$ cat config.mk
export PLATFORM = sky130hd
export DESIGN_NAME = scb_initiator
export DESIGN_NICKNAME = d
export VERILOG_FILES = /design/src/rtl/scb_initiator.sv
export SDC_FILE = /design/constraint.sdc
export NUM_CORES = 1
export LEC_CHECK = 0
export ABC_CLOCK_PERIOD_IN_PS = 3000
export BUFFER_PORTS_ARGS = -buffer_cell sky130_fd_sc_hd__buf_2
export CAP_MARGIN = 20
export CORE_MARGIN = 2
export CORE_UTILIZATION = 30
export CTS_BUF_LIST = sky130_fd_sc_hd__clkbuf_2 sky130_fd_sc_hd__clkbuf_4 sky130_fd_sc_hd__clkbuf_8
export CTS_CLUSTER_DIAMETER = 80
export DETAILED_ROUTE_END_ITERATION = 10
export HOLD_SLACK_MARGIN = 0.12
export SLEW_MARGIN = 20
export SYNTH_ARGS = -nofsm -noshare
export SYNTH_HDL_FRONTEND = slang
export SYNTH_SLANG_ARGS = --single-unit
$ cat constraint.sdc
create_clock -name clk_i -period 3 [get_ports clk_i]
set_input_delay 0.3 -clock clk_i [delete_from_list [all_inputs] [get_ports clk_i]]
set_output_delay 0.3 -clock clk_i [all_outputs]
set_load 0.01 [all_outputs]
$ cat src/rtl/scb_initiator.sv
// SCB bus initiator: accepts one read/write request at a time, runs it on the
// SCB bus with byte-lane steering and a wait-state timeout, then returns a
// one-cycle response carrying the error flag and the read data.
module scb_initiator #(
    parameter int A       = 11,
    parameter int TIMEOUT = 15
) (
    input  logic         clk_i,
    input  logic         rst_i,
    input  logic         req_valid_i,
    output logic         req_ready_o,
    input  logic         req_wr_i,
    input  logic         req_byte_i,
    input  logic [A-1:0] req_addr_i,
    input  logic [15:0]  req_wdata_i,
    output logic         rsp_valid_o,
    output logic         rsp_err_o,
    output logic [15:0]  rsp_rdata_o,
    output logic [A-1:0] scb_Addr_o,
    output logic [15:0]  scb_Data_o,
    input  logic [15:0]  scb_Data_i,
    output logic [1:0]   scb_stb_o,
    output logic         scb_ce_o,
    output logic         scb_rd_o,
    output logic         scb_wr_o,
    input  logic         scb_rdy_i
);

    typedef enum logic [1:0] {
        IDLE,
        ACCESS,
        RDATA,
        RESP
    } state_t;

    localparam logic [7:0] TIMEOUT_CNT = 8'(TIMEOUT);

    state_t     state;
    logic       lat_wr;
    logic       lat_byte;
    logic       lat_hi;
    logic [7:0] wait_cnt;

    // Word reads return the whole bus; byte reads pick the addressed lane
    // and zero-extend it into the low byte.
    function automatic logic [15:0] steer_rdata(input logic [15:0] bus,
                                                input logic        is_byte,
                                                input logic        hi_lane);
        if (!is_byte) begin
            return bus;
        end
        if (hi_lane) begin
            return {8'h00, bus[15:8]};
        end
        return {8'h00, bus[7:0]};
    endfunction

    // A new request can only be taken while nothing is in flight.
    assign req_ready_o = (state == IDLE);

    // Transaction sequencer: every bus and response output is registered here
    // so that they change only on clock edges (or on reset).
    always_ff @(posedge clk_i or posedge rst_i) begin
        if (rst_i) begin
            state       <= IDLE;
            lat_wr      <= 1'b0;
            lat_byte    <= 1'b0;
            lat_hi      <= 1'b0;
            wait_cnt    <= 8'd0;
            scb_ce_o    <= 1'b0;
            scb_rd_o    <= 1'b0;
            scb_wr_o    <= 1'b0;
            scb_stb_o   <= 2'b00;
            scb_Addr_o  <= '0;
            scb_Data_o  <= 16'h0000;
            rsp_valid_o <= 1'b0;
            rsp_err_o   <= 1'b0;
            rsp_rdata_o <= 16'h0000;
        end else begin
            case (state)
                IDLE: begin
                    rsp_valid_o <= 1'b0;
                    if (req_valid_i) begin
                        lat_wr   <= req_wr_i;
                        lat_byte <= req_byte_i;
                        lat_hi   <= req_addr_i[0];
                        if (!req_byte_i && req_addr_i[0]) begin
                            // Misaligned word: answer with an error, no bus cycle.
                            state       <= RESP;
                            rsp_valid_o <= 1'b1;
                            rsp_err_o   <= 1'b1;
                            rsp_rdata_o <= 16'h0000;
                        end else begin
                            state    <= ACCESS;
                            wait_cnt <= 8'd0;
                            scb_ce_o <= 1'b1;
                            scb_rd_o <= ~req_wr_i;
                            scb_wr_o <= req_wr_i;
                            if (req_byte_i) begin
                                scb_stb_o  <= req_addr_i[0] ? 2'b10 : 2'b01;
                                scb_Addr_o <= req_addr_i;
                                scb_Data_o <= {req_wdata_i[7:0], req_wdata_i[7:0]};
                            end else begin
                                scb_stb_o  <= 2'b11;
                                scb_Addr_o <= {req_addr_i[A-1:1], 1'b0};
                                scb_Data_o <= req_wdata_i;
                            end
                        end
                    end
                end

                ACCESS: begin
                    if (scb_rdy_i) begin
                        if (lat_wr) begin
                            state       <= RESP;
                            scb_ce_o    <= 1'b0;
                            scb_wr_o    <= 1'b0;
                            scb_stb_o   <= 2'b00;
                            rsp_valid_o <= 1'b1;
                            rsp_err_o   <= 1'b0;
                            rsp_rdata_o <= 16'h0000;
                        end else begin
                            state    <= RDATA;
                            scb_rd_o <= 1'b0;
                        end
                    end else if (wait_cnt == TIMEOUT_CNT) begin
                        // Responder never answered: abort with an error.
                        state       <= RESP;
                        scb_ce_o    <= 1'b0;
                        scb_rd_o    <= 1'b0;
                        scb_wr_o    <= 1'b0;
                        scb_stb_o   <= 2'b00;
                        rsp_valid_o <= 1'b1;
                        rsp_err_o   <= 1'b1;
                        rsp_rdata_o <= 16'h0000;
                    end else begin
                        wait_cnt <= wait_cnt + 8'd1;
                    end
                end

                RDATA: begin
                    state       <= RESP;
                    scb_ce_o    <= 1'b0;
                    scb_stb_o   <= 2'b00;
                    rsp_valid_o <= 1'b1;
                    rsp_err_o   <= 1'b0;
                    rsp_rdata_o <= steer_rdata(scb_Data_i, lat_byte, lat_hi);
                end

                RESP: begin
                    state       <= IDLE;
                    rsp_valid_o <= 1'b0;
                end

                default: begin
                    state <= IDLE;
                end
            endcase
        end
    end

endmodule

==> impl_metrics.ini, run 1 <==
[clocking]
path_clk_slew_ps = 70
cts_max_path_buffers = 2
cts_buffers = 9
h-tree-depth = 3
cts_tree = built
insertion_delay_ps = 350
cts_resized = 0
cts_root_buf = clkbuf_8
cts_setup_buffers = 0
cts.sinks = 63

[power_and_ir_drop]
pwr-share-clk_pct = 22.2
ir_drop_mv = 0.269
p_per_area_nw_per_um2 = 972
p_int_w = 0.00242
power_frac_seq_pct = 35.8
p_sw_w = 0.00144
combPwrFrac_pct = 42.0
cellLeakagePower_nw = 2.05
swShare_pct = 37.3

[floorplan]
fp.dieH_um = 105
num_rows = 36
ios = 100
die_area_um2 = 11100
core_um2 = 9860
start_util_pct = 31.2
die_width_um = 105

[synth]
synthCells = 322
seq_area_frac_synth_pct = 51.3
ys_top_cells_by_area = dfrtp_1 51%, nand2_1 11%, mux2i_1 5.2%, mux2_2 4.0%, o21ai_0 3.6%
yosysTopAreaCell = dfrtp_1
avgSynthCellArea_um2 = 9.54
synth_cell_types = 40
yosys_warnings = 0
synthDominantCellAreaShare_pct = 51.3
synth.net_count = 377
yosys_register_bits = 63
synth_area_um2 = 3070

[drt]
drtPass1Iterations = 5
first_iter_violations = 129
ant_nets = 0
drc_errors = 0
drt_wl_total_um = 7460
vias_per_cell = 4.62
wire_per_inst_um = 13.3
vias = 2599

[placement]
portBuffers = 99
dp_hpwl_um = 5480
gp_congestion = 0.841

[critical_path]
path_cells = inv_1 > ha_1 > buf_4 > and2_1 > a21oi_1 > nand3_4 > mux2_4
slowest_stage = dfrtp_1
max_stage_delay_ps = 400
worstPathArrival_ps = 2550
cp-end-kind = register
worstSetupPathType = register to register
start_kind = register
critPathMaxFanout = 17
cp.required_ps = 3240

[final_layout]
antenna-diode-count = 0
layout_commonest_cell = buf_2
drive_above_1_share_pct = 32.1
fill_cells = 968
fin_nets = 480
area_growth_pct = 29.1
layout_common_cells = 99 x buf_2, 94 x nand2_1, 63 x dfrtp_1

[sta]
hold_ws_ps = 143
tns_ps = 0
min_period_ps = 2320
rsz0062_at_grt = no
fin_crit_sh_pct = 77.2
hold_violations = 0
slew_violations = 0
finalSetupViolations = 0
worst_pin_slew_ps = 571
clock-skew-final_ps = 9.26
relSlewSlack_pct = 61.8
max_freq_ghz = 0.432

[global_routing]
grt_pass1_vias = 2514
globalRouteOverflowTotal = 0
grt_use_total_pct = 13.7
grt_start_max_net_pins = 29
antenna_found_initial = 0
grt_pass1_wl_um = 12200

[min_path]
hold_class = input pin to register

[outcome]
status = completed

[flow_run]
cap_violations = 0
routing by layer:
layer	share of wire [%]	routed length [um]	up-vias	global-route usage, %
met2	44	3260	79	20.7
met4	0.88	66	0	3.43
li1	-	-	1299	-
met5	0	0	-	0
met3	6.3	467	8	5.26
met1	49	3670	1213	18.5
power by group through the flow:
| stage | sequential [W] | clock [W] | combinational (W) |
|---|---|---|---|
| final | 0.00138 | 0.000856 | 0.00162 |
| after global routing | 0.00142 | 0.000926 | 0.00181 |
| after CTS | 0.00138 | 0.000880 | 0.00165 |
| after detailed placement | 0.00139 | 0 | 0.00164 |
| after global placement | 0.00138 | 0 | 0.00162 |
| after floorplan | 0.00147 | 0 | 0.00101 |
path summary, 6_finish.rpt:
kind,startpoint,to,slack [ps],depth (start not counted)
max in group asynchronous,rst_i,scb_stb_o[1],1820,4
worst max-delay path,state[1],rsp_rdata_o[0],680,7
min in group asynchronous,rst_i,scb_Addr_o[1],480,3
worst min register to register,scb_Data_o[6],scb_Data_o[6],470,2
worst min-delay path,req_addr_i[6],scb_Addr_o[6],140,3
worst max register to register,state[1],rsp_rdata_o[0],680,7
timing repair:
item	in CTS	in global routing
hold buffers	1	1
hold endpoints to repair	17	1
setup endpoints to repair	0	0
cell type report:
type	instances	area, um^2	area share (%)
flip-flops and latches	63	1580	39.7
multi-input cells	226	1370	34.4
repair buffers	107	561	14.1
clock buffers	13	166	4.19
well taps	133	166	4.19
inverters	18	67.6	1.70
clock inverters	3	65.1	1.64
flip-flops by register name, summed over array words and instances, names as in the netlist, 2 cells and up:
| signal | flops |
|---|---|
| state | 2 |
| scb_Data_o | 16 |
| scb_stb_o | 2 |
| rsp_rdata_o | 16 |
| wait_cnt | 8 |
| scb_Addr_o | 11 |
cells by family (layout without fill, tap and decap cells):
family	after synthesis	count (layout)	synth area share, %
adders and majority gates	6	6	2.44
DFF	63	63	51.3
and+or+nand+nor	131	131	18.8
muxes	29	29	10.2
AOI/OAI and AO/OA	60	60	12.9
buffers and inverters	33	141	4.28
per-stage QoR:
stage	std cells	setup slack, ps	power [W]	area [um^2]	util (%)
floorplan	322	854	0.00249	3070	-
CTS	562	679	0.00391	3960	40.1
detailed placement	545	680	0.00304	3720	37.7
global placement	545	739	0.00300	3720	37.7
global route	563	548	0.00415	3970	40.2
finish	563	684	0.00386	3970	40.2
cells in the mapped netlist:
library cell	instances
nand3_4	1
a21o_1	1
a21boi_0	8
a211oi_1	1
nand3_1	14
inv_1	18
and2_1	3
a2bb2oi_1	2
o32ai_1	1
ha_1	6
mux2_4	2
dfrtp_1	63
buf_1	2
mux2_2	11
a32o_1	1
o2bb2ai_1	1
nor2_1	3
nor3_1	2
nor2b_1	3
or3_4	1
a32oi_1	1
or3_1	1
o211ai_1	5
nand2_1	94
o221ai_1	1
buf_6	1
o311ai_4	1
o21ai_0	22
a31oi_1	2
mux2i_1	16
nor3b_1	1
nand4_1	1
or4_1	1
clkbuf_1	12
and3_1	3
o311ai_0	2
nand3b_1	2
nand2b_1	1
o22ai_1	1
a21oi_1	10
critical path, delay by kind of cell (launching register included):
family                     cells  cell delay [ps]
adders and majority gates      1              250
muxes                          1              390
DFF                            1              400
AOI/OAI and AO/OA              1              300
and+or+nand+nor                2              550
buffers and inverters          2              310
(Power assumes the default switching activity.)
==> run 2: changes to the inputs <==
--- a/config.mk
+++ b/config.mk
@@ -5,7 +5,7 @@
 export SDC_FILE = /design/constraint.sdc
 export NUM_CORES = 1
 export LEC_CHECK = 0
-export ABC_CLOCK_PERIOD_IN_PS = 3000
+export ABC_CLOCK_PERIOD_IN_PS = 2100
 export BUFFER_PORTS_ARGS = -buffer_cell sky130_fd_sc_hd__buf_2
 export CAP_MARGIN = 20
 export CORE_MARGIN = 2
==> constraint.sdc (replaced) <==
create_clock -name clk_i -period 2.1 [get_ports clk_i]
set_input_delay 0.21 -clock clk_i [delete_from_list [all_inputs] [get_ports clk_i]]
set_output_delay 0.21 -clock clk_i [all_outputs]
set_load 0.01 [all_outputs]
==> impl_metrics.ini, run 2 (synthesized netlist as in run 1, its figures left out) <==
[critical_path]
critPathBufInv = 1
worstSetupPathType = register to register
crit_cells = 6
cp.required_ps = 2320
start_kind = register
max_stage_delay_ps = 400
critPathTopFamily = simple AND/OR/NAND/NOR gates
critPathMaxFanout = 6
cp-end-kind = register
slowest_stage = dfrtp_1
worstPathArrival_ps = 2190
path_cells = ha_1 > nand3_1 > buf_4 > or3_1 > o211ai_1 > mux2_2
r2r_cells = 6

[sta]
slew_violations = 0
worst_pin_slew_ps = 494
finalSetupViolations = 0
tns_ps = 0
min_period_ps = 1970
relSlewSlack_pct = 66.8
max_freq_ghz = 0.509
hold_violations = 0
clock-skew-final_ps = 9.60
rsz0062_at_grt = no
fin_crit_sh_pct = 93.6

[floorplan]
start_util_pct = 31.2
core_um2 = 9860
die_width_um = 105
num_rows = 36
die_area_um2 = 11100
fp.dieH_um = 105
ios = 100

[global_routing]
globalRouteOverflowTotal = 0
grt_pass1_vias = 2733
grt_start_max_net_pins = 43
grt_pass1_wl_um = 13300
grt_use_total_pct = 15.0
antenna_found_initial = 1

[final_layout]
drive_above_1_share_pct = 32.2
antenna-diode-count = 0
stdcell_count = 593
utilization_pct = 42.7
area_growth_pct = 37.0
reg_top3 = rsp_rdata_o x16, scb_Data_o x16, scb_Addr_o x11
ff_latch_area_um2 = 1580
fin_nets = 511
layout_commonest_cell = buf_2
layout_common_cells = 99 x buf_2, 93 x nand2_1, 63 x dfrtp_1
fill_cells = 1001
multi_input_area_um2 = 1370

[drt]
first_iter_violations = 108
wire_per_inst_um = 13.4
drt_wl_total_um = 7970
ant_nets = 0
drtPass1Iterations = 4
vias_per_cell = 4.69
vias = 2781
drc_errors = 0

[clocking]
cts_root_buf = clkbuf_8
cts_setup_buffers = 0
cts_tree = built
cts_max_path_buffers = 2
cts.sinks = 63
insertion_delay_ps = 340
path_clk_slew_ps = 70
cts_buffers = 9
h-tree-depth = 3

[power_and_ir_drop]
ir_drop_mv = 0.403
cellLeakagePower_nw = 2.16
p_per_area_nw_per_um2 = 1280

[min_path]
hold_class = input pin to register
holdPathStages = 3

[placement]
dp_cells = 554
dp_hpwl_um = 5610
portBuffers = 99
gp_congestion = 0.792

[outcome]
status = completed

[flow_run]
cap_violations = 0
run 2: routing by layer:
| metal | global-route usage [%] | vias up | share of wire (%) |
|---|---|---|---|
| li1 | - | 1367 | - |
| met1 | 20.0 | 1314 | 47 |
| met2 | 22.9 | 87 | 44 |
| met3 | 4.76 | 11 | 6.9 |
| met4 | 5.43 | 2 | 1.2 |
| met5 | 0 | - | 0.15 |
run 2: area by class of cell:
type	count	share of cell area, %
sequential	63	37.4
multi-input combinational	226	32.6
timing repair buffer	138	20.4
tap	133	3.95
clock buffer	11	3.45
inverter	18	1.60
clock inverter	4	0.535
run 2: worst reg2reg max path, cell delays in order (launching register included):
cell and delay, ps:
dfrtp_1 400, ha_1 210, nand3_1 150, buf_4 190, or3_1 350, o211ai_1 200
mux2_2 350
run 2: through the flow:
step | total power, W | worst slack (ps) | hold WS (ps) | area, um^2
global placement | 0.00442 | 169 | 263 | 3800
finish | 0.00538 | 135 | 132 | 4210
floorplan | 0.00356 | 60.5 | 315 | 3080
detailed placement | 0.00448 | 167 | 261 | 3800
global route | 0.00581 | 14.9 | 126 | 4210
CTS | 0.00544 | 143 | 122 | 4210
run 2: timing repair:
item | CTS | global route
endpoints found under the setup margin | 0 | 5
hold endpoints to repair | 44 | 0
resized for setup | 0 | 1
hold buffers | 24 | 0
run 2: final timing paths:
kind	startpoint	to	slack, ps
max	wait_cnt[0]	rsp_valid_o	130
min	scb_Data_i[13]	rsp_rdata_o[13]	130
max reg2reg	wait_cnt[0]	rsp_valid_o	130
min reg2reg	scb_Data_o[1]	scb_Data_o[1]	470
max in group asynchronous	rst_i	wait_cnt[1]	1060
min in group asynchronous	rst_i	scb_Data_o[14]	440
run 2: power by group:
group	internal (W)	switching, W
Combinational	0.00114	0.00135
Sequential	0.00168	0.000303
Clock	0.000460	0.000448
Total	0.00328	0.00210
==> run 3: changes to the inputs <==
--- a/config.mk
+++ b/config.mk
@@ -8,12 +8,14 @@
 export ABC_CLOCK_PERIOD_IN_PS = 2100
 export BUFFER_PORTS_ARGS = -buffer_cell sky130_fd_sc_hd__buf_2
 export CAP_MARGIN = 20
+export CELL_PAD_IN_SITES_DETAIL_PLACEMENT = 1
+export CELL_PAD_IN_SITES_GLOBAL_PLACEMENT = 1
 export CORE_MARGIN = 2
 export CORE_UTILIZATION = 30
 export CTS_BUF_LIST = sky130_fd_sc_hd__clkbuf_2 sky130_fd_sc_hd__clkbuf_4 sky130_fd_sc_hd__clkbuf_8
-export CTS_CLUSTER_DIAMETER = 80
 export DETAILED_ROUTE_END_ITERATION = 10
 export HOLD_SLACK_MARGIN = 0.12
+export PLACE_DENSITY_LB_ADDON = 0.1
 export SLEW_MARGIN = 20
 export SYNTH_ARGS = -nofsm -noshare
 export SYNTH_HDL_FRONTEND = slang
==> impl_metrics.ini, run 3 (synthesized netlist as in run 1, its figures left out) <==
[outcome]
status = completed

[clocking]
cts_root_buf = clkbuf_8
cts.sinks = 63
cts_buffers = 9
h-tree-depth = 3
cts_tree = built
insertion_delay_ps = 360
cts_max_path_buffers = 2
path_clk_slew_ps = 70

[sta]
fin_crit_sh_pct = 93.5
hold_violations = 0
hold_ws_ps = 145
relSlewSlack_pct = 63.8
min_period_ps = 1960
worst_pin_slew_ps = 542
final.setup.worst_slack_ps = 136
clock-skew-final_ps = 9.49
max_freq_ghz = 0.509
slew_violations = 0
finalSetupViolations = 0
tns_ps = 0
rsz0062_at_grt = no

[floorplan]
ios = 100
die_area_um2 = 11100
fp.dieH_um = 105
core_um2 = 9860
start_util_pct = 31.2
num_rows = 36
die_width_um = 105

[critical_path]
r2r_setup_slack_ps = 140
path_cells = or3_4 > o311ai_4 > nand3_4 > buf_4 > mux2i_1
max_stage_delay_ps = 420
start_kind = register
worstPathArrival_ps = 2200
slowest_stage = or3_4
crit_start = wait_cnt[7]
r2r-start = wait_cnt[7]
cp.required_ps = 2340
cp-end-kind = register
worstSetupPathType = register to register
critPathMaxFanout = 12

[power_and_ir_drop]
p_total_w = 0.00580
p_per_area_nw_per_um2 = 1330
p_sw_w = 0.00218
combPwrFrac_pct = 44.6
ir_drop_mv = 0.632
p_int_w = 0.00362
power_frac_seq_pct = 34.0
cellLeakagePower_nw = 2.24
swShare_pct = 37.6
pwr-share-clk_pct = 21.3

[global_routing]
grt_start_max_net_pins = 47
antenna_found_initial = 0
grt_use_total_pct = 17.4
globalRouteOverflowTotal = 0
grt_pass1_vias = 2956
grt_pass1_wl_um = 15000

[drt]
drc_errors = 0
drt_wl_total_um = 9150
wire_per_inst_um = 15.2
ant_nets = 0
vias = 2801
vias_per_cell = 4.65
first_iter_violations = 78
drtPass1Iterations = 4

[final_layout]
multi_input_area_um2 = 1380
fill_cells = 1179
fin_nets = 520
stdcell_count = 602
reg_top3 = rsp_rdata_o x16, scb_Data_o x16, scb_Addr_o x11
layout_commonest_cell = buf_2
drive_above_1_share_pct = 33.0
area_growth_pct = 41.8
antenna-diode-count = 0
layout_common_cells = 99 x buf_2, 94 x nand2_1, 63 x dfrtp_1
ff_latch_area_um2 = 1580

[placement]
dp_hpwl_um = 6450
gp_congestion = 0.784
dp_cells = 558
dp_slack_ps = 92.8
portBuffers = 99

[min_path]
worstHoldStart = req_wdata_i[13]
hold_class = input pin to register

[flow_run]
cap_violations = 0
run 3: changes by cell type in the layout (fill, tap and decap cells not counted), sizes merged:
| cell | previous run | this run |
|---|---|---|
| buf | 114 | 119 |
| clkbuf | 11 | 12 |
| bufinv | 0 | 2 |
| dlygate4sd3 | 24 | 28 |
| clkinvlp | 1 | 0 |
| clkinv | 3 | 1 |
run 3: worst max-delay path: cells and delay by family, from the launching register on:
family | cells | cell delay (ps)
buf+inv | 1 | 250
flops | 1 | 380
simple gates | 2 | 680
compound gates | 1 | 410
mux | 1 | 120
run 3: worst paths after layout:
check | cells past startpoint | to
max | 5 | rsp_rdata_o[14]
min | 3 | scb_Data_o[13]
max reg2reg | 5 | rsp_rdata_o[14]
min reg2reg | 2 | scb_Addr_o[8]
max in group asynchronous | 4 | scb_Data_o[0]
min in group asynchronous | 3 | scb_Addr_o[3]
run 3: power by group through the flow:
stage	Combinational [W]	Clock (W)	Sequential, W
after global routing	0.00290	0.00133	0.00204
after floorplan	0.00146	0	0.00211
after CTS	0.00263	0.00128	0.00198
after global placement	0.00253	0	0.00199
final	0.00259	0.00124	0.00197
after detailed placement	0.00258	0	0.00200
run 3: per-stage QoR:
stage               util [%]  area, um^2
CTS                     44.0        4340
finish                  44.2        4360
floorplan                  -        3080
global placement        38.8        3830
detailed placement      38.8        3830
global route            44.2        4360
run 3: what timing repair did:
action | 4_1_cts | 5_1_grt
hold buffers | 28 | 0
buffers inserted | 0 | 1
gates resized for setup | 0 | 4
setup endpoints to repair | 0 | 31
endpoints found under the hold margin | 44 | 0
run 3: layout make-up:
class / instances / share of cell area, %
clock inverter: 3 / 1.49
multi-input combinational: 226 / 31.6
inverter: 18 / 1.55
sequential: 63 / 36.2
clock buffer: 12 / 3.79
timing repair buffer: 147 / 21.5
tap: 133 / 3.82
run 3: per-layer routing:
| metal | vias up | GRT usage, % | routed length (um) |
|---|---|---|---|
| li1 | 1380 | - | - |
| met1 | 1344 | 22.5 | 4460 |
| met2 | 62 | 27.4 | 4240 |
| met3 | 15 | 3.90 | 289 |
| met4 | 0 | 8.10 | 158 |
| met5 | - | 0 | 0 |
